===== src/rtl/gated_reg_bist.sv =====
// On-chip stimulus driver and response checker for an enable-gated register.
// Define GATED_BIST_STOP_ON_FAIL_EN to end a run at the first mismatching vector.
module gated_reg_bist #(
   parameter int         WIDTH       = 8,
   parameter int         NUM_VECTORS = 16,
   parameter logic [7:0] SEED        = 8'hA5
) (
   input  logic             CLK,
   input  logic             RST_N,
   input  logic             START,
   output logic [WIDTH-1:0] D_IN,
   output logic             EN,
   input  logic [WIDTH-1:0] D_OUT,
   output logic             BUSY,
   output logic             DONE,
   output logic             PASS,
   output logic [7:0]       ERR_COUNT,
   output logic [7:0]       FAIL_IDX
);

   // Right-shift Galois masks; maximal-length for the listed widths,
   // other widths fall back to a fixed mask that keeps the top bit fed.
   function automatic logic [WIDTH-1:0] tap_mask();
      logic [WIDTH-1:0] m;
      m          = '0;
      m[WIDTH-1] = 1'b1;
      m[0]       = 1'b1;
      case (WIDTH)
         4:       m = WIDTH'(64'hC);
         5:       m = WIDTH'(64'h14);
         6:       m = WIDTH'(64'h30);
         7:       m = WIDTH'(64'h60);
         8:       m = WIDTH'(64'hB8);
         16:      m = WIDTH'(64'hB400);
         32:      m = WIDTH'(64'h8020_0003);
         default: ;
      endcase
      return m;
   endfunction

   localparam logic [WIDTH-1:0] TAPS     = tap_mask();
   localparam logic [WIDTH-1:0] SEED_W   = WIDTH'(SEED);
   localparam logic [WIDTH-1:0] SEED_INI = (SEED_W == '0) ? WIDTH'(1) : SEED_W;
   localparam logic [7:0]       LAST_IDX = 8'(NUM_VECTORS - 1);

   function automatic logic [WIDTH-1:0] lfsr_next(input logic [WIDTH-1:0] s);
      return s[0] ? ((s >> 1) ^ TAPS) : (s >> 1);
   endfunction

   function automatic logic [7:0] sat_inc(input logic [7:0] c);
      return (c == 8'hFF) ? c : c + 8'd1;
   endfunction

   typedef enum logic [2:0] {
      S_IDLE,
      S_INIT,
      S_DRIVE,
      S_CHECK,
      S_DONE
   } state_t;

   state_t           state, state_nxt;
   logic [WIDTH-1:0] lfsr;
   logic [WIDTH-1:0] exp_val;
   logic [7:0]       idx;
   logic [7:0]       err_cnt;
   logic [7:0]       fail_idx_q;
   logic             mismatch;
   logic             last_vec;

   assign mismatch  = (D_OUT != exp_val);
   assign last_vec  = (idx == LAST_IDX);
   assign ERR_COUNT = err_cnt;
   assign FAIL_IDX  = fail_idx_q;

   always_ff @(posedge CLK) begin
      if (!RST_N) state <= S_IDLE;
      else        state <= state_nxt;
   end

   // D_IN stays on the current vector through CHECK; EN drops so the DUT holds.
   always_comb begin
      state_nxt = state;
      D_IN      = '0;
      EN        = 1'b0;
      BUSY      = 1'b0;
      DONE      = 1'b0;
      PASS      = 1'b0;
      case (state)
         S_IDLE: begin
            if (START) state_nxt = S_INIT;
         end
         S_INIT: begin
            EN        = 1'b1;
            BUSY      = 1'b1;
            state_nxt = S_DRIVE;
         end
         S_DRIVE: begin
            D_IN      = lfsr;
            EN        = lfsr[WIDTH-1];
            BUSY      = 1'b1;
            state_nxt = S_CHECK;
         end
         S_CHECK: begin
            D_IN = lfsr;
            BUSY = 1'b1;
`ifdef GATED_BIST_STOP_ON_FAIL_EN
            if (mismatch || last_vec) state_nxt = S_DONE;
            else                      state_nxt = S_DRIVE;
`else
            if (last_vec) state_nxt = S_DONE;
            else          state_nxt = S_DRIVE;
`endif
         end
         S_DONE: begin
            DONE = 1'b1;
            PASS = (err_cnt == 8'd0);
            if (START) state_nxt = S_INIT;
         end
         default: state_nxt = S_IDLE;
      endcase
   end

   // The LFSR is reseeded on every INIT so each run replays the same vectors.
   always_ff @(posedge CLK) begin
      if (!RST_N) begin
         lfsr       <= SEED_INI;
         exp_val    <= '0;
         idx        <= 8'd0;
         err_cnt    <= 8'd0;
         fail_idx_q <= 8'hFF;
      end else begin
         case (state)
            S_INIT: begin
               lfsr       <= SEED_INI;
               exp_val    <= '0;
               idx        <= 8'd0;
               err_cnt    <= 8'd0;
               fail_idx_q <= 8'hFF;
            end
            S_DRIVE: begin
               if (lfsr[WIDTH-1]) exp_val <= lfsr;
            end
            S_CHECK: begin
               if (mismatch) begin
                  err_cnt <= sat_inc(err_cnt);
                  if (fail_idx_q == 8'hFF) fail_idx_q <= idx;
               end
               lfsr <= lfsr_next(lfsr);
               idx  <= idx + 8'd1;
            end
            default: ;
         endcase
      end
   end

endmodule


===== config.mk =====
export PLATFORM = sky130hd
export DESIGN_NAME = gated_reg_bist
export DESIGN_NICKNAME = d
export VERILOG_FILES = /design/src/rtl/gated_reg_bist.sv
export SDC_FILE = /design/constraint.sdc
export NUM_CORES = 1
export LEC_CHECK = 0
export CORE_MARGIN = 1.5
export CORE_UTILIZATION = 45
export DETAILED_ROUTE_END_ITERATION = 10
export HOLD_SLACK_MARGIN = 0.08
export PLACE_DENSITY = 0.7
export SYNTH_ARGS = -nofsm -noshare
export SYNTH_HDL_FRONTEND = slang
export SYNTH_SLANG_ARGS = --single-unit

===== constraint.sdc =====
create_clock -name CLK -period 1.7 [get_ports CLK]
set_input_delay 0.255 -clock CLK [delete_from_list [all_inputs] [get_ports CLK]]
set_output_delay 0.255 -clock CLK [all_outputs]
set_load 0.05 [all_outputs]

## Word level (Yosys, flattened, before mapping)

Index checks and enable logic that the tools add are counted.
Widths: inputs -> output; s select.

- Output and inout port bits: 28
- Register bits: 43
- Word-level logic and storage cells: 51
- Input port bits: 11

- Multiplexer cells: 19
- Bitwise operators: 1
- Add/subtract/negate cells: 2
- Equality and inequality tests: 13
- Reductions and logical operators: 10

Operators with widths:

| operator | count |
|---|---|
| $pmux 8 s2 | 5 |
| $mux 8 | 7 |
| $add 8x1->8 const B | 2 |
| $eq 8x8->1 const B | 2 |
| $pmux 3 s4 | 1 |
| $eq 8x4->1 const B | 1 |
| $logic_not 8->1 | 1 |
| $ne 2x2->1 const B | 4 |
| $ne 8x8->1 | 1 |
| $eq 3x2->1 const B | 2 |
| $mux 3 | 2 |
| $reduce_and 3->1 | 2 |
| $not 3->4 | 1 |
| $reduce_bool 2->1 | 2 |
| $reduce_or 2->1 | 2 |
| $eq 3x1->1 const B | 1 |
| $eq 3x3->1 const B | 1 |
| $logic_not 3->1 | 1 |
| $mux 1 | 3 |
| $reduce_or 3->1 | 1 |
| $ne 2x1->1 const B | 1 |
| $pmux 1 s2 | 1 |
| $reduce_and 2->1 | 1 |

## Longest topological paths before layout

- Depth after elaboration: 4
- Depth in mapped cells: 6
- Depth with buffers taken out: 6

## Worst setup path before layout

Ideal clock, no wire load.

- Kind: reg-to-output
- From: reg state[2]
- To: out PASS
- Arrival time: 2.694 ns
- Cell stages (with the launch flop): 5
- Required time: 1.445 ns
- Setup slack: -1.249 ns
- Path through: dfxtp_1 > clkbuf_1 > and2_1 > nand2_1 > nor4_1

- Cells in the longest elaborated chain, start to end: 2

Ends and longest elaborated chain:

| what | line | text |
|---|---|---|
| from (decl) | 62 | `state_t state, state_nxt;` |
| from (signal assigned) | 78 | `else state <= state_nxt;` |
| $eq 3x3->1 | 89 | `case (state)` |
| $mux 1 | 89 |  |
| to (decl) | 16 | `output logic PASS,` |

Every way passes these cells.

## Final worst setup path

- From: reg err_cnt[1] (netlist: ERR_COUNT[1])
- To: out PASS

- Cells in the longest elaborated chain, start to end: 2

Ends and longest elaborated chain:

| what | line | text |
|---|---|---|
| from (decl) | 66 | `logic [7:0] err_cnt;` |
| from (signal assigned) | 146 | `err_cnt <= sat_inc(err_cnt);` |
| $logic_not 8->1 | 117 | `PASS = (err_cnt == 8'd0);` |
| $mux 1 | 89 |  |

Every way passes these cells.

==> results.txt <==
drt pass-1 iters: 4
Total Nets Final: 331
post-route cell area: 3090 um2
Final GP Congestion: 0.809
Synth async-reset ratio: 0%
CP endpoint kind: output port
H-tree depth: 2
Post-Place Cells: 356
Sequential Power Share: 45.7%
post-synthesis sequential element count: 43
CP max stage cell: dfxtp_4
Worst-path clk slew: 0.08 ns
Routed Antenna Nets: 0
LEAKAGE: 0.00116 uW
min-delay worst type: register to register
clock latency on the worst-skew pair: 0.29 ns
die width: 71.9 um
maximum VDD drop: 0.000584 V
Net Count, Synth: 275
Post-synth EDFFs: 0
Final Hold Vio Count: 0
sum of routed wire length over all layers: 5510 um
Ys Warns: 0
period utilisation layout: 102%
Worst R2R Setup Slack: 0.09 ns
critical path cell sequence: inv_4 > ha_4 > nor4b_4 > nand2_2 > nor4_4 > buf_12
R2R cell count: 6
Setup crit end: PASS
combinational power share: 23.9%
FF-to-FF Start: ERR_COUNT[0]
Synth Flop Type: dfxtp_1
Worst Path Required: 1.44 ns
starting density of the core: 47.8%
number of global-route vias before repair: 2,036
initial antenna violation count: 0
CTS tree: done
largest net degree at the start of global routing: 25
Pwr Density: 756 nW/um2
layout cells sized above 1: 32.7%
max-slew violations: 0
Multi-input gate area: 1300 um2
routed via count: 2,094
status: finished, violations left
RSZ-0062 raised after global routing: yes
Antenna Cells: 0
Core Rows: 24
HPWL Detailed: 3800 um
failing checks: negative setup slack
critical path type: register to output port
Port Buffers: 38
pre-CTS WS: -0.214 ns
worst-margin pin slew: 0.650 ns
endpoints failing setup: 1
Root Buffer: clkbuf_8
Crit Reg-Reg Endpoint: ERR_COUNT[6]
synthesized area: 2140 um2
# clock sinks: 43
P&R area growth vs syn: 44.4%
Max FO, Critical Path: 2
internal power: 1650 uW
Die Y-Extent: 71.9 um
switching share of power: 29.3%
CP startpoint kind: register
CP Data Arrival Time: 1.47 ns
Routed WL per cell: 14.9 um
IO Pins: 39
final core occ: 69.0%
Non-Filler Instances: 370
Clock Power Share: 30.4%
CTS Buf Count: 5
DRC: 0
maxcap violations: 0
die area: 5170 um2
Syn Inst Count: 261
Reg area: 885 um2
Seq/Total Area, Yosys: 40.3%
filler instances: 342
clk buf depth: 2
Tot GR Track Use: 23.2%
crit path from: ERR_COUNT[1]
Final min period: 1.73 ns
Mean Syn Cell Area: 8.19 um2
Via density: 5.66
fmax: 579 MHz
Placed Area: 2810 um2
Slew Limit Headroom: 56.4%
Unique masters post-synth: 47
first-pass GRT wire length: 9470 um
final worst slack: -0.0259 ns
sw power: 683 uW
CTS Hold Buffers Added: 0
Iteration-0 DRC Markers: 74
clk_skew: 0.00609 ns
Worst path max stage delay: 0.35 ns
total grt overflow: 0
core footprint: 4470 um2
==> stage by stage <==
step / power (uW) / hold slack, ns / setup TNS, ns
global route: 2440 / 0.525 / -0.164
finish: 2330 / 0.488 / -0.0259
CTS: 2320 / 0.492 / -0.0343
global placement: 1580 / 0.480 / -2.26
floorplan: 1380 / 0.416 / -0.0170
detailed placement: 1590 / 0.483 / -2.99
==> synthesized netlist by cell type, types with 2 or more instances <==
master	instances	area, um2
and2_1	10	62.6
nor2_2	2	12.5
nor2_1	18	67.6
or3_1	6	37.5
a21oi_1	28	140
o21ai_0	10	50.1
inv_1	6	22.5
nor4_1	8	50.1
nand2_1	12	45.0
dfxtp_1	43	861
or4_1	3	22.5
xnor2_1	10	87.6
nand4b_1	3	26.3
clkbuf_1	8	30.0
ha_1	3	37.5
nand4_1	6	37.5
buf_6	2	22.5
a211oi_1	2	15.0
nand2b_1	2	12.5
and3_1	3	18.8
o211ai_1	2	15.0
o21a_1	2	15.0
xor2_1	3	26.3
a311o_1	2	20.0
o21ai_1	19	95.1
buf_2	4	20.0
o22ai_1	2	12.5
nor3_1	5	25.0
nand3_1	19	95.1
==> flip-flops by register name (all words and copies together) (netlist names) <==
| signal | cells |
|---|---|
| ERR_COUNT | 8 |
| FAIL_IDX | 8 |
| exp_val | 8 |
| idx | 8 |
| state | 3 |
| lfsr | 8 |
==> power by group through the flow <==
stage / Sequential [uW] / Combinational [uW] / Clock [uW]
detailed placement: 1090 / 497 / 0
global placement: 1090 / 494 / 0
finish: 1070 / 558 / 708
floorplan: 1110 / 270 / 0
global route: 1070 / 594 / 773
CTS: 1060 / 530 / 725
==> logic make-up (layout without fill, tap and decap cells) <==
logic type | Yosys count | count (layout) | share of synthesized area, %
AND/OR/NAND/NOR | 105 | 105 | 27.1
AO/OA/AOI/OAI | 75 | 75 | 20.7
flip-flops | 43 | 43 | 40.3
buffers and inverters | 22 | 79 | 4.80
XOR/XNOR | 13 | 13 | 5.33
adder cells (fa/ha/maj) | 3 | 3 | 1.76
==> layout make-up <==
class                      count  share of cell area, %
timing repair buffer          64                   22.6
multi-input combinational    196                   42.3
inverter                       7                   1.09
tap                           52                   2.11
sequential                    43                   28.7
clock buffer                   8                   3.24
==> cells in the final DEF, fill, tap and decap left out, types with 4 or more instances in the layout <==
master	Yosys	layout
dfxtp_1	43	32
nand2_1	12	10
a21oi_1	28	25
nor4_1	8	5
o21ai_0	10	10
dfxtp_2	0	7
nand4_1	6	6
buf_12	0	13
clkbuf_8	0	7
nor2_4	0	4
xnor2_1	10	10
clkdlybuf4s50_1	0	7
dfxtp_4	0	4
nor2_1	18	16
inv_1	6	4
and2_4	0	9
buf_4	0	35
nand3_1	19	19
buf_6	2	6
nor3_1	5	5
or3_1	6	6
o21ai_1	19	19
==> timing repair <==
| item | in CTS | in global routing |
|---|---|---|
| buffers inserted | 5 | 1 |
| gates cloned | 0 | 0 |
| pin swaps | 4 | 8 |
| gates resized for setup | 16 | 23 |
| setup endpoints to repair | 10 | 19 |
==> how the worst min path moves through the flow <==
stage	slack, ns	cells after the start	end	startpoint
final	0.49	2	exp_val[3]	exp_val[3]
after detailed placement	0.48	2	exp_val[3]	exp_val[3]
after floorplan	0.42	1	ERR_COUNT[3]	RST_N
after global routing	0.53	2	exp_val[0]	exp_val[0]
after global placement	0.48	2	exp_val[3]	exp_val[3]
after CTS	0.49	2	exp_val[3]	exp_val[3]
==> critical path: cells and delay by family, from the launching register on <==
kind	cells	cell delay, ns
DFF	1	0.35
adders and majority gates	1	0.12
and+or+nand+nor	3	0.48
buffers and inverters	2	0.23
==> layer usage <==
metal | track usage [%] | wire (um)
met1 | 28.7 | 2530
met2 | 39.6 | 2730
met3 | 4.72 | 173
met4 | 9.43 | 69
met5 | 0 | 0
Power figures use the tool's default switching activity.
